[src/rtl/fwd_hazard_ctrl_pkg.sv]
// Shared types for the forwarding / hazard scheduler: mux select encodings, FSM states, stage tags.
// Latency: n/a (types and constants only).
// Backpressure: n/a.
package fwd_hazard_ctrl_pkg;

    // Widest register address the tag pipe can carry; narrower addresses are zero-extended.
    localparam int RD_W = 8;

    // EX-stage operand mux select encodings.
    localparam logic [1:0] FW_REG   = 2'b00;  // ID/EX register data
    localparam logic [1:0] FW_WB    = 2'b01;  // WB result
    localparam logic [1:0] FW_EXMEM = 2'b10;  // EX/MEM result

    typedef enum logic [1:0] {
        ST_RUN        = 2'b00,
        ST_LOAD_STALL = 2'b01,
        ST_MEM_WAIT   = 2'b10
    } state_t;

    // Tag of the instruction in EX: loads must stay distinguishable for load-use detection.
    typedef struct packed {
        logic            valid;
        logic [RD_W-1:0] rd;
        logic            regwrite;
        logic            memread;
    } tag_t;

    // Tag of the instruction in MEM: only "will it write rd" matters there.
    typedef struct packed {
        logic            valid;
        logic [RD_W-1:0] rd;
    } wr_tag_t;

    function automatic wr_tag_t to_wr_tag(input tag_t t);
        wr_tag_t w;
        w.valid = t.valid & t.regwrite;
        w.rd    = t.rd;
        return w;
    endfunction

endpackage

[src/rtl/fwd_tag_match.sv]
// Compares one ID source register against the EX and MEM tags; yields forward select and load hit.
// Latency: purely combinational.
// Backpressure: none; the caller decides when the result is registered.
//   src      in  RD_W  source register (zero-extended)
//   use_src  in  1     instruction actually reads src
//   ex_tag   in  tag_t tag of instruction in EX
//   mem_tag  in  wr_tag_t tag of instruction in MEM
//   sel      out 2     FW_EXMEM / FW_WB / FW_REG
//   load_hit out 1     src is produced by a load currently in EX
module fwd_tag_match
    import fwd_hazard_ctrl_pkg::*;
(
    input  logic [RD_W-1:0] src,
    input  logic            use_src,
    input  tag_t            ex_tag,
    input  wr_tag_t         mem_tag,
    output logic [1:0]      sel,
    output logic            load_hit
);

    logic src_live;
    logic ex_match;
    logic mem_match;

    always_comb begin
        // r0 is hardwired zero, so it never takes a forwarded value.
        src_live  = use_src && (src != '0);
        ex_match  = src_live && ex_tag.valid && (ex_tag.rd == src);
        mem_match = src_live && mem_tag.valid && (mem_tag.rd == src);
        load_hit  = ex_match && ex_tag.memread;

        // The younger producer (EX) holds the newest value, so it wins ties.
        sel = FW_REG;
        if (ex_match && ex_tag.regwrite) begin
            sel = FW_EXMEM;
        end else if (mem_match) begin
            sel = FW_WB;
        end
    end

endmodule

[src/rtl/fwd_hazard_ctrl.sv]
// 5-stage pipeline forwarding select, load-use stall, branch flush and memory-wait freeze control.
// Latency: fwA_o/fwB_o registered (valid one cycle after ID, aligned with ID/EX); control outputs combinational.
// Backpressure: mem_req_i & !mem_ready_i freezes the whole pipeline; load-use holds PC and IF/ID one cycle.
//   clk_i, rst_i (async active-low); id_* describe the instruction in ID; branch_taken_i from ID;
//   mem_req_i/mem_ready_i from MEM; fwA_o/fwB_o EX mux selects; pc_write_o, ifid_write_o,
//   idex_bubble_o, flush_o, freeze_o pipeline controls; timeout_o sticky memory-wait overrun.
module fwd_hazard_ctrl
    import fwd_hazard_ctrl_pkg::*;
#(
    parameter int REG_AW     = 5,
    parameter int WAIT_LIMIT = 255
) (
    input  logic              clk_i,
    input  logic              rst_i,
    input  logic              id_valid_i,
    input  logic [REG_AW-1:0] id_rs_i,
    input  logic [REG_AW-1:0] id_rt_i,
    input  logic              id_use_rs_i,
    input  logic              id_use_rt_i,
    input  logic [REG_AW-1:0] id_rd_i,
    input  logic              id_regwrite_i,
    input  logic              id_memread_i,
    input  logic              branch_taken_i,
    input  logic              mem_req_i,
    input  logic              mem_ready_i,
    output logic [1:0]        fwA_o,
    output logic [1:0]        fwB_o,
    output logic              pc_write_o,
    output logic              ifid_write_o,
    output logic              idex_bubble_o,
    output logic              flush_o,
    output logic              freeze_o,
    output logic              timeout_o
);

    localparam int               CNT_W     = $clog2(WAIT_LIMIT + 1);
    localparam logic [CNT_W-1:0] CNT_LIMIT = CNT_W'(WAIT_LIMIT);

    state_t           state_q, state_d;
    tag_t             ex_tag_q;
    wr_tag_t          mem_tag_q;
    tag_t             id_tag;
    logic [1:0]       fwa_q, fwb_q;
    logic [1:0]       sel_a, sel_b;
    logic             hit_a, hit_b;
    logic [CNT_W-1:0] wait_cnt_q;
    logic             timeout_q;
    logic             mem_stall;
    logic             load_stall;

    // WB tag is not kept: the register file writes in the first half-cycle,
    // so an instruction in WB is already visible to the ID read.

    fwd_tag_match u_match_a (
        .src      (RD_W'(id_rs_i)),
        .use_src  (id_use_rs_i),
        .ex_tag   (ex_tag_q),
        .mem_tag  (mem_tag_q),
        .sel      (sel_a),
        .load_hit (hit_a)
    );

    fwd_tag_match u_match_b (
        .src      (RD_W'(id_rt_i)),
        .use_src  (id_use_rt_i),
        .ex_tag   (ex_tag_q),
        .mem_tag  (mem_tag_q),
        .sel      (sel_b),
        .load_hit (hit_b)
    );

    always_comb begin
        state_d       = state_q;
        pc_write_o    = 1'b1;
        ifid_write_o  = 1'b1;
        idex_bubble_o = 1'b0;
        flush_o       = 1'b0;
        freeze_o      = 1'b0;

        // Once waiting, only mem_ready_i releases the freeze; that cycle advances normally.
        if (state_q == ST_MEM_WAIT) begin
            mem_stall = !mem_ready_i;
        end else begin
            mem_stall = mem_req_i && !mem_ready_i;
        end
        load_stall = !mem_stall && id_valid_i && (hit_a || hit_b);

        if (mem_stall) begin
            freeze_o     = 1'b1;
            pc_write_o   = 1'b0;
            ifid_write_o = 1'b0;
        end else if (load_stall) begin
            // Branch stays in ID and is re-evaluated once the stall clears.
            idex_bubble_o = 1'b1;
            pc_write_o    = 1'b0;
            ifid_write_o  = 1'b0;
        end else begin
            flush_o = branch_taken_i;
        end

        case (state_q)
            ST_MEM_WAIT: begin
                if (mem_ready_i) begin
                    state_d = ST_RUN;
                end
            end
            default: begin
                if (mem_stall) begin
                    state_d = ST_MEM_WAIT;
                end else if (load_stall) begin
                    state_d = ST_LOAD_STALL;
                end else begin
                    state_d = ST_RUN;
                end
            end
        endcase

        id_tag.valid    = id_valid_i && !load_stall;
        id_tag.rd       = RD_W'(id_rd_i);
        id_tag.regwrite = id_regwrite_i;
        id_tag.memread  = id_memread_i;
    end

    always_ff @(posedge clk_i or negedge rst_i) begin
        if (!rst_i) begin
            state_q    <= ST_RUN;
            ex_tag_q   <= '0;
            mem_tag_q  <= '0;
            fwa_q      <= FW_REG;
            fwb_q      <= FW_REG;
            wait_cnt_q <= '0;
            timeout_q  <= 1'b0;
        end else begin
            state_q <= state_d;
            if (!mem_stall) begin
                ex_tag_q   <= id_tag;
                mem_tag_q  <= to_wr_tag(ex_tag_q);
                // A bubble entering EX never consumes a forwarded operand.
                fwa_q      <= id_tag.valid ? sel_a : FW_REG;
                fwb_q      <= id_tag.valid ? sel_b : FW_REG;
                wait_cnt_q <= '0;
            end else if (wait_cnt_q != CNT_LIMIT) begin
                // Counter saturates at the limit; timeout stays set until reset.
                wait_cnt_q <= wait_cnt_q + CNT_W'(1);
                if (wait_cnt_q == CNT_LIMIT - CNT_W'(1)) begin
                    timeout_q <= 1'b1;
                end
            end
        end
    end

    assign fwA_o     = fwa_q;
    assign fwB_o     = fwb_q;
    assign timeout_o = timeout_q;

endmodule

[config.mk]
export PLATFORM = sky130hd
export DESIGN_NAME = fwd_hazard_ctrl
export DESIGN_NICKNAME = d
export VERILOG_FILES = /design/src/rtl/fwd_hazard_ctrl_pkg.sv /design/src/rtl/fwd_tag_match.sv /design/src/rtl/fwd_hazard_ctrl.sv
export SDC_FILE = /design/constraint.sdc
export NUM_CORES = 1
export LEC_CHECK = 0
export BUFFER_PORTS_ARGS = -buffer_cell sky130_fd_sc_hd__buf_2
export CAP_MARGIN = 20
export CORE_UTILIZATION = 45
export DETAILED_ROUTE_END_ITERATION = 6
export PLACE_DENSITY = 0.71
export SLEW_MARGIN = 20
export SYNTH_ARGS = -nofsm -noshare
export SYNTH_HDL_FRONTEND = slang
export SYNTH_SLANG_ARGS = --single-unit
[constraint.sdc]
create_clock -name clk_i -period 1.9 [get_ports clk_i]
set_clock_uncertainty 0.2 [all_clocks]
set_input_delay 0.095 -clock clk_i [delete_from_list [all_inputs] [get_ports clk_i]]
set_output_delay 0.095 -clock clk_i [all_outputs]
set_load 0.01 [all_outputs]
# Word-level counts from Yosys, hierarchy flattened
# Cells that the tools add are included.
# Widths: inputs -> output; s select.
[word_totals] regBits=29 in_bits=25 output_inout_bits=10 word_cells=67
[op_classes] addsub=1 eq_ne=9 n_mux=20 bitwise_logic=1 reduce_logical=25
[ops] cell="$eq 5x5->1" n=4
[ops] cell="$logic_and 1x1->1" n=18
[ops] cell="$mux 8" n=2
[ops] cell="$reduce_bool 8->1" n=2
[ops] cell="$mux 2" n=7
[ops] cell="$mux 1" n=11
[ops] cell="$add 8x1->8 const B" n=1
[ops] cell="$eq 8x8->1 const B" n=1
[ops] cell="$ne 8x8->1 const B" n=1
[ops] cell="$logic_not 1->1" n=3
[ops] cell="$reduce_and 3->1" n=1
[ops] cell="$eq 2x2->1 const B" n=1
[ops] cell="$ne 2x1->1 const B" n=1
[ops] cell="$ne 2x2->1 const B" n=1
[ops] cell="$and 1x1->1" n=1
[ops] cell="$logic_or 1x1->1" n=1

# Logic depth before layout (Yosys ltp)
# Gate-level depths: netlist (run 1).
[logic_depth] ltp_word=10 mapped_depth=8

# Hierarchy
# From an unflattened synthesis (run 1), not the netlist that was laid out.
[unflattened] hier_cells=176 hier_area_um2=1890.6
[by_module_without_submodules] module="fwd_hazard_ctrl" instances=1 cells_per_inst=114 area_per_inst_um2=1410.1 seq_area_each_um2=725.7
[by_module_without_submodules] module="fwd_tag_match" instances=2 cells_per_inst=31 area_per_inst_um2=240.2 seq_area_each_um2=0.0

# Worst setup path before layout (run 1)
# Ideal clock, no wire load.
[synth_timing] path_type="register -> output" start="reg state_q[1]" end="out pc_write_o" arrival_ns=1.554 required_time_ns=1.605 setup_slack_ns=0.051 stages_incl_launch_ff=9 n_path_buf=3 path_cell_list="dfrtp_1 -> nor2b_1 -> nor2_1 -> or2_2 -> clkbuf_1 -> clkinv_1 -> buf_2 -> a21oi_1 -> buf_4"
[synth_between] elab_chain_cells=7
[synth_lines] item="start, declared" line_no="fwd_hazard_ctrl.sv:39" text="state_t state_q, state_d;"
[synth_lines] item="start signal, assigned" line_no="fwd_hazard_ctrl.sv:134" text="state_q <= state_d;"
[synth_lines] item="$eq 2x2->1 (*)" line_no="fwd_hazard_ctrl.sv:81" text="if (state_q == ST_MEM_WAIT) begin"
[synth_lines] item="$mux 1 (*)" line_no="fwd_hazard_ctrl.sv:81"
[synth_lines] item="$logic_not 1->1"
[synth_lines] item="$logic_and 1x1->1 (2 in series)" line_no="fwd_hazard_ctrl.sv:86" text="load_stall = !mem_stall && id_valid_i && (hit_a || hit_b);"
[synth_lines] item="$mux 1"
[synth_lines] item="$mux 1 (*)"
[synth_lines] item="end, declared" line_no="fwd_hazard_ctrl.sv:28" text="output logic pc_write_o,"
# Mark *: on every way between the ends. The rest lies on a longest branch, timed or not.

# Final worst setup path (run 1)
[layout_timing] start="reg ex_tag_q[2] (netlist bit)" end="out idex_bubble_o"
[layout_between] elab_chain_cells=7
[layout_lines] item="start, declared" line_no="fwd_hazard_ctrl.sv:40" text="tag_t ex_tag_q;"
[layout_lines] item="start signal, assigned" line_no="fwd_hazard_ctrl.sv:136" text="ex_tag_q <= id_tag;"
[layout_lines] item="$eq 5x5->1" line_no="fwd_tag_match.sv:28" text="ex_match = src_live && ex_tag.valid && (ex_tag.rd == src);"
[layout_lines] item="$logic_and 1x1->1" line_no="fwd_tag_match.sv:28"
[layout_lines] item="$logic_and 1x1->1" line_no="fwd_tag_match.sv:30" text="load_hit = ex_match && ex_tag.memread;"
[layout_lines] item="$logic_or 1x1->1 (*)" line_no="fwd_hazard_ctrl.sv:86"
[layout_lines] item="$logic_and 1x1->1 (*)" line_no="fwd_hazard_ctrl.sv:86"
[layout_lines] item="$mux 1 (*)" line_no="fwd_hazard_ctrl.sv:92" text="end else if (load_stall) begin"
[layout_lines] item="$mux 1 (*)" line_no="fwd_hazard_ctrl.sv:88" text="if (mem_stall) begin"
[layout_lines] item="end, declared" line_no="fwd_hazard_ctrl.sv:30" text="output logic idex_bubble_o,"
# Marks and branches as above.

==> results of run 1 <==
## per-layer routing
layer  part of all wire  vias up  GRT usage
li1                   -      704          -
met1               0.42      669      0.243
met2               0.52       37      0.350
met4              0.021        0      0.107
met5                  0        -          0
met3              0.040        9     0.0384
## power breakdown
group / total, mW / switching [mW] / internal (mW)
combinational: 0.273 / 0.137 / 0.136
clock: 0.351 / 0.204 / 0.147
sequential: 0.696 / 0.0412 / 0.655
total: 1.32 / 0.382 / 0.938
## how the worst max path moves through the flow
stage	start	endpoint	slack, ns	cells after the start
floorplan	state_q[1]	pc_write_o	0.05	8
global placement	ex_tag_q[5]	idex_bubble_o	0.07	6
detailed placement	ex_tag_q[4]	idex_bubble_o	-0.008	6
CTS	ex_tag_q[2]	idex_bubble_o	-0.31	6
global route	ex_tag_q[2]	idex_bubble_o	-0.39	6
finish	ex_tag_q[2]	idex_bubble_o	-0.30	6
## worst max-delay path, delay by kind of cell, from the launching register on
family / cells / cell delay, ns
simple gates: 3 / 0.66
flops: 1 / 0.41
buf+inv: 1 / 0.14
xor+xnor: 1 / 0.17
compound gates: 1 / 0.23
## Yosys cell counts
cell type	count	area share
sky130_fd_sc_hd__a31oi_1	3	0.012
sky130_fd_sc_hd__nor3_2	1	0.0064
sky130_fd_sc_hd__o21ai_0	4	0.013
sky130_fd_sc_hd__nand3_1	3	0.0096
sky130_fd_sc_hd__nor4_1	1	0.0040
sky130_fd_sc_hd__xor2_1	12	0.067
sky130_fd_sc_hd__nor3_1	5	0.016
sky130_fd_sc_hd__inv_1	2	0.0048
sky130_fd_sc_hd__and4_1	2	0.011
sky130_fd_sc_hd__ha_1	2	0.016
sky130_fd_sc_hd__nor2_1	8	0.019
sky130_fd_sc_hd__nor3b_1	2	0.0096
sky130_fd_sc_hd__a31o_2	1	0.0056
sky130_fd_sc_hd__dfrtp_1	29	0.47
sky130_fd_sc_hd__a21oi_1	3	0.0096
sky130_fd_sc_hd__nand2_1	52	0.13
sky130_fd_sc_hd__o31ai_1	3	0.014
sky130_fd_sc_hd__buf_4	1	0.0048
sky130_fd_sc_hd__nand3b_1	1	0.0048
sky130_fd_sc_hd__o21ai_1	1	0.0032
sky130_fd_sc_hd__clkinv_1	1	0.0024
sky130_fd_sc_hd__o211a_1	1	0.0064
sky130_fd_sc_hd__nand4_1	4	0.016
sky130_fd_sc_hd__o22ai_4	1	0.013
sky130_fd_sc_hd__nand2b_1	1	0.0040
sky130_fd_sc_hd__and4b_1	1	0.0064
sky130_fd_sc_hd__nand3_2	1	0.0064
sky130_fd_sc_hd__and3_1	1	0.0040
sky130_fd_sc_hd__xnor2_1	10	0.056
sky130_fd_sc_hd__or4_1	2	0.0096
sky130_fd_sc_hd__or2_2	2	0.0080
sky130_fd_sc_hd__a211oi_1	1	0.0048
sky130_fd_sc_hd__buf_2	2	0.0064
sky130_fd_sc_hd__clkbuf_1	3	0.0072
sky130_fd_sc_hd__nor4_2	1	0.0080
sky130_fd_sc_hd__nor2b_1	3	0.012
sky130_fd_sc_hd__o21ai_2	1	0.0056
## sequential cells by signal (all words and copies together), names as in the netlist
signal / cells
ex_tag_q: 8
fwA_o: 2
fwB_o: 2
mem_tag_q: 6
state_q: 2
timeout_o: 1
wait_cnt_q: 8
## cell type report
| class | instances | area [sq um] | area share |
|---|---|---|---|
| Timing Repair Buffer | 61 | 408 | 0.199 |
| Inverter | 3 | 15.0 | 0.00733 |
| Clock buffer | 8 | 48.8 | 0.0238 |
| Tap cell | 44 | 55.1 | 0.0269 |
| Sequential cell | 29 | 726 | 0.354 |
| Multi-Input combinational cell | 134 | 797 | 0.389 |
## cell families after synthesis
kind of cell	share of synthesized area
AO/OA/AOI/OAI	0.0875
XOR/XNOR	0.124
flip-flops	0.466
adder cells (fa/ha/maj)	0.0161
AND/OR/NAND/NOR	0.281
buffers and inverters	0.0257
## repair_timing
| item | 4_1_cts | 5_1_grt |
|---|---|---|
| resized for setup | 1 | 4 |
| pin swaps | 3 | 0 |
| hold buffers | 11 | 0 |
| setup buffers | 3 | 9 |
| hold endpoints to repair | 42 | 0 |
| setup endpoints to repair | 5 | 10 |
==> reports/summary.txt, run 1 <==
Outcome -> finished with violations
Failing checks -> setup timing
Antenna diodes -> 0
Layout overhead on the synthesized area -> 31.6%
Number of antenna violations at the first check in global routing -> 0
Syn avg cell area -> 9.06 sq um
Cell area after layout -> 2050 sq um
Crit end category -> primary output
Relative slew margins -> 0.555
Total cell area at the placement stage -> 1780 sq um
Share of layout cells above drive strength 1 -> 0.277
Setup Crit Path Kind -> reg2out
Leakage power -> 1.00 nW
Post-layout min period -> 2.20 ns
Final Cycle Share -> 1.16
Rows -> 20
CTS Sinks -> 29
Register-to-register setup slack -> -0.18 ns
Reg clk slew, reported paths -> 0.08 ns
Wire length of the first global-routing pass -> 5430 microns
Die height -> 60.8 microns
Critical path cell sequence -> xor2_1 -> nor4_2 -> nand4_1 -> o22ai_4 -> nor2b_1 -> buf_2
Vias after detailed routing -> 1419
Total grt overflow -> 0
Startpoint type of the worst setup path -> flop
Cell depth of the worst flop-to-flop path -> 7
Total clock buffers created by CTS -> 5
Drt total wl -> 3600 microns
Routed length per instance -> 12.9 microns
Pin count of the biggest net entering global routing -> 30
Filler cell count in the final layout -> 278
Worst slack, placed -> -0.00772 ns
CP peak stage delay -> 0.41 ns
Number of failing hold endpoints at the final stage -> 0
Worst hold path endpoint -> fwB_o[0]
Routed Antenna Nets -> 0
Remaining routing DRC violations -> 0
Post-detail-place hpwl -> 2430 microns
Clock tree from TritonCTS -> built
Starting Density -> 0.490
Clock latency reported for the late side of the worst-skew pair -> 0.32 ns
Die area -> 3700 sq um
Final Non-Filler Cells -> 279
Worst path slowest cell -> sky130_fd_sc_hd__dfrtp_1
Via density per instance -> 5.09
Aggregate global-route resource usage -> 0.204
Worst R2R Start -> ex_tag_q[2]
Syn Nets -> 199
Req. time, crit path -> 1.60 ns
Min-delay src -> id_rt_i[4]
Number of detailed-route iterations in the first pass -> 4
Worst Hold Path Cells -> 6
Max frequency -> 456 MHz
Most common library cell in the layout ignoring fill and taps -> sky130_fd_sc_hd__nand2_1
CP max FO -> 5
Unrepaired setup endpoints after global routing -> true
H-tree depth -> 2
Max-cap check violation count -> 0
Netlist Area Pre-Place -> 1560 sq um
Worst r2r dst -> fwB_o[1]
Port Buf Inserts -> 34
Core box area -> 3180 sq um
Hold/Removal Path Class -> in2reg
Warnings from Yosys -> 0
Worst vdd rail ir drop -> 474 uV
Flip-flop and latch count after synthesis -> 29
Final weighted congestion of routability-driven global placement -> 0.822
Worst Slack Setup Final -> -0.295 ns
Final hold slack -> 0.0596 ns
Number of distinct standard cells referenced by the synthesized netlist -> 37
Total Power -> 1.32 mW
Number of nets at the end of the flow -> 261
Fin. max-slew vios -> 0
Slew at the pin with the worst max-slew slack -> 0.667 ns
Seq/Total Area, Yosys -> 0.466
CP arrival -> 1.90 ns
Cell Pwr Density -> 644 nW/um^2
Violation count after the first detailed-route iteration -> 52
Commonest cells after routing, fill and taps aside -> 52 x sky130_fd_sc_hd__nand2_1, 34 x sky130_fd_sc_hd__buf_2, 29 x sky130_fd_sc_hd__dfrtp_1
Max clock buf depth -> 2
Number of setup violations in the final report -> 8
Dpl cells -> 248
Die X -> 60.8 microns
Count of mapped cells out of synthesis -> 172
Utilization of the core after routing -> 0.645
Vias in the first global route -> 1279
Final-layout setup total negative slack -> -1.27 ns
Number of top-level pins -> 35
Buffer cell driving the clock tree root -> sky130_fd_sc_hd__clkbuf_4
No activity file was read; power rests on OpenSTA's default activity.
==> run 2, diff against run 1 <==
Settings changed: CELL_PAD_IN_SITES_DETAIL_PLACEMENT set to 1, CELL_PAD_IN_SITES_GLOBAL_PLACEMENT set to 1, CORE_UTILIZATION 45 to 36, PLACE_DENSITY 0.71 to unset, PLACE_DENSITY_LB_ADDON set to 0.1.
==> reports/summary.txt, run 2 (synthesis gave the netlist of run 1 again) <==
Slew at the pin with the worst max-slew slack -> 0.677 ns (was 0.667 ns)
Cell Pwr Density -> 734 nW/um^2 (was 644 nW/um^2)
Relative slew margins -> 0.549 (was 0.555)
CP max FO -> 7 (was 5)
H-tree depth -> 2 (unchanged)
Buffer cell driving the clock tree root -> sky130_fd_sc_hd__clkbuf_8 (was sky130_fd_sc_hd__clkbuf_4)
Met3 wire length -> 154 microns (was 144 microns)
Vias after detailed routing -> 1415 (was 1419)
Worst path slowest cell -> sky130_fd_sc_hd__dfrtp_1 (unchanged)
Utilization of the core after routing -> 0.511 (was 0.645)
CP peak stage delay -> 0.40 ns (was 0.41 ns)
Remaining routing DRC violations -> 0 (unchanged)
Number of setup violations in the final report -> 6 (was 8)
Req. time, crit path -> 1.60 ns (about the same)
Number of detailed-route iterations in the first pass -> 4 (unchanged)
Die height -> 67.8 microns (was 60.8 microns)
Wire length the detailed router placed on met1 -> 1760 microns (was 1520 microns)
Total Power -> 1.53 mW (was 1.32 mW)
Drt total wl -> 4120 microns (was 3600 microns)
Vias in the first global route -> 1479 (was 1279)
Total clock buffers created by CTS -> 5 (unchanged)
Share of layout cells above drive strength 1 -> 0.283 (was 0.277)
CTS Sinks -> 29 (unchanged)
CP arrival -> 1.95 ns (was 1.90 ns)
Combined area of the multi-input logic cells -> 795 sq um (was 797 sq um)
Violation count after the first detailed-route iteration -> 39 (was 52)
Unrepaired setup endpoints after global routing -> true (unchanged)
Worst R2R Start -> ex_tag_q[2] (unchanged)
Hold/Removal Path Class -> in2reg (unchanged)
Most common library cell in the layout ignoring fill and taps -> sky130_fd_sc_hd__nand2_1 (unchanged)
Worst vdd rail ir drop -> 514 uV (was 474 uV)
Number of nets at the end of the flow -> 259 (was 261)
Aggregate global-route resource usage -> 0.205 (was 0.204)
Final weighted congestion of routability-driven global placement -> 0.807 (was 0.822)
Routed Antenna Nets -> 0 (unchanged)
Worst slack, placed -> -0.0533 ns (was -0.00772 ns)
Startpoint type of the worst setup path -> flop (unchanged)
Routed length per instance -> 14.6 microns (was 12.9 microns)
Crit end category -> primary output (unchanged)
Outcome -> finished with violations (unchanged)
Leakage power -> 1.02 nW (was 1.00 nW)
Failing checks -> setup timing (unchanged)
Worst Slack Setup Final -> -0.341 ns (was -0.295 ns)
Reg clk slew, reported paths -> 0.06 ns (was 0.08 ns)
Total grt overflow -> 0 (unchanged)
Max clock buf depth -> 2 (unchanged)
Post-detail-place hpwl -> 2950 microns (was 2430 microns)
Number of top-level pins -> 35 (unchanged)
Commonest cells after routing, fill and taps aside -> 52 x sky130_fd_sc_hd__nand2_1, 34 x sky130_fd_sc_hd__buf_2, 29 x sky130_fd_sc_hd__dfrtp_1 (unchanged)
Highest layer used for signal routing -> met4 (unchanged)
Max-cap check violation count -> 0 (unchanged)
Die area -> 4590 sq um (was 3700 sq um)
Setup Crit Path Kind -> reg2out (unchanged)
Core box area -> 4090 sq um (was 3180 sq um)
Register Area -> 726 sq um (unchanged)
Number of antenna violations at the first check in global routing -> 0 (unchanged)
Rows -> 23 (was 20)
Fin. max-slew vios -> 0 (unchanged)
Final-layout setup total negative slack -> -1.27 ns (about the same)
Post-layout min period -> 2.24 ns (was 2.20 ns)
Filler cell count in the final layout -> 483 (was 278)
Met2 wire len -> 2170 microns (was 1860 microns)
Port Buf Inserts -> 34 (unchanged)
Via density per instance -> 5.00 (was 5.09)
Antenna diodes -> 0 (unchanged)
Clock latency reported for the late side of the worst-skew pair -> 0.28 ns (was 0.32 ns)
Timing startpoint of the critical path -> ex_tag_q[2] (unchanged)
Clock tree from TritonCTS -> built (unchanged)
Critical path cell sequence -> xor2_1 -> nor4_2 -> nand4_1 -> o22ai_4 -> nor2b_1 -> buf_2 (unchanged)
Number of failing hold endpoints at the final stage -> 0 (unchanged)
Pin count of the biggest net entering global routing -> 30 (unchanged)
Max frequency -> 446 MHz (was 456 MHz)
Wire length of the first global-routing pass -> 6780 microns (was 5430 microns)
Starting Density -> 0.381 (was 0.490)
Die X -> 67.8 microns (was 60.8 microns)
Registers with the highest flip-flop counts -> ex_tag_q (8), wait_cnt_q (8), mem_tag_q (6) (unchanged)
Final Cycle Share -> 1.18 (was 1.16)
Layout overhead on the synthesized area -> 34.1% (was 31.6%)
Min-delay src -> mem_ready_i (was id_rt_i[4])
run 2: final cells by class:
type / instances / share of cell area
clock buffers: 7 / 0.0461
flip-flops and latches: 29 / 0.347
well taps: 50 / 0.0299
repair buffers: 59 / 0.186
multi-input cells: 134 / 0.380
inverters: 3 / 0.00778
clock inverters: 1 / 0.00240
run 2: per-layer routing:
layer  vias to the layer above  track usage
met1                       687        0.238
met4                         0       0.0938
met2                        22        0.353
met5                         -            0
met3                         2       0.0507
li1                        704            -
run 2: critical path: cells and delay by family (launching register included):
kind	cells	cell delay, ns
simple gates	3	0.69
xor+xnor	1	0.16
compound gates	1	0.27
flops	1	0.40
buf+inv	1	0.15
run 2: repair_timing:
item / in CTS / in global routing
setup endpoints to repair: 5 / 7
hold buffers: 11 / 0
buffers inserted: 2 / 6
resized for setup: 2 / 3
endpoints found under the hold margin: 39 / 0
pin swaps: 6 / 5
run 2: final timing paths:
check	end	slack [ns]	depth (start not counted)
worst max register to register	fwB_o[1]	-0.11	6
worst min-delay path	wait_cnt_q[7]	0.07	4
worst max-delay path	idex_bubble_o	-0.34	6
worst min register to register	timeout_o	0.27	1
max in group asynchronous	mem_tag_q[4]	0.88	2
min in group asynchronous	mem_tag_q[1]	0.19	2
run 2: where the power goes:
group / internal, mW / total [mW] / switching, mW / leakage [nW]
clock: 0.327 / 0.560 / 0.233 / 0.0542
sequential: 0.656 / 0.695 / 0.0391 / 0.377
combinational: 0.135 / 0.278 / 0.143 / 0.592
run 2: per-stage QoR:
step / std cells / hold slack (ns) / instance area [sq um]
after floorplan: 172 / -0.401 / 1560
after global placement: 256 / -0.0507 / 1810
final: 283 / 0.0708 / 2090
after CTS: 277 / 0.118 / 2040
after detailed placement: 256 / -0.0306 / 1810
after global routing: 283 / 0.0868 / 2090
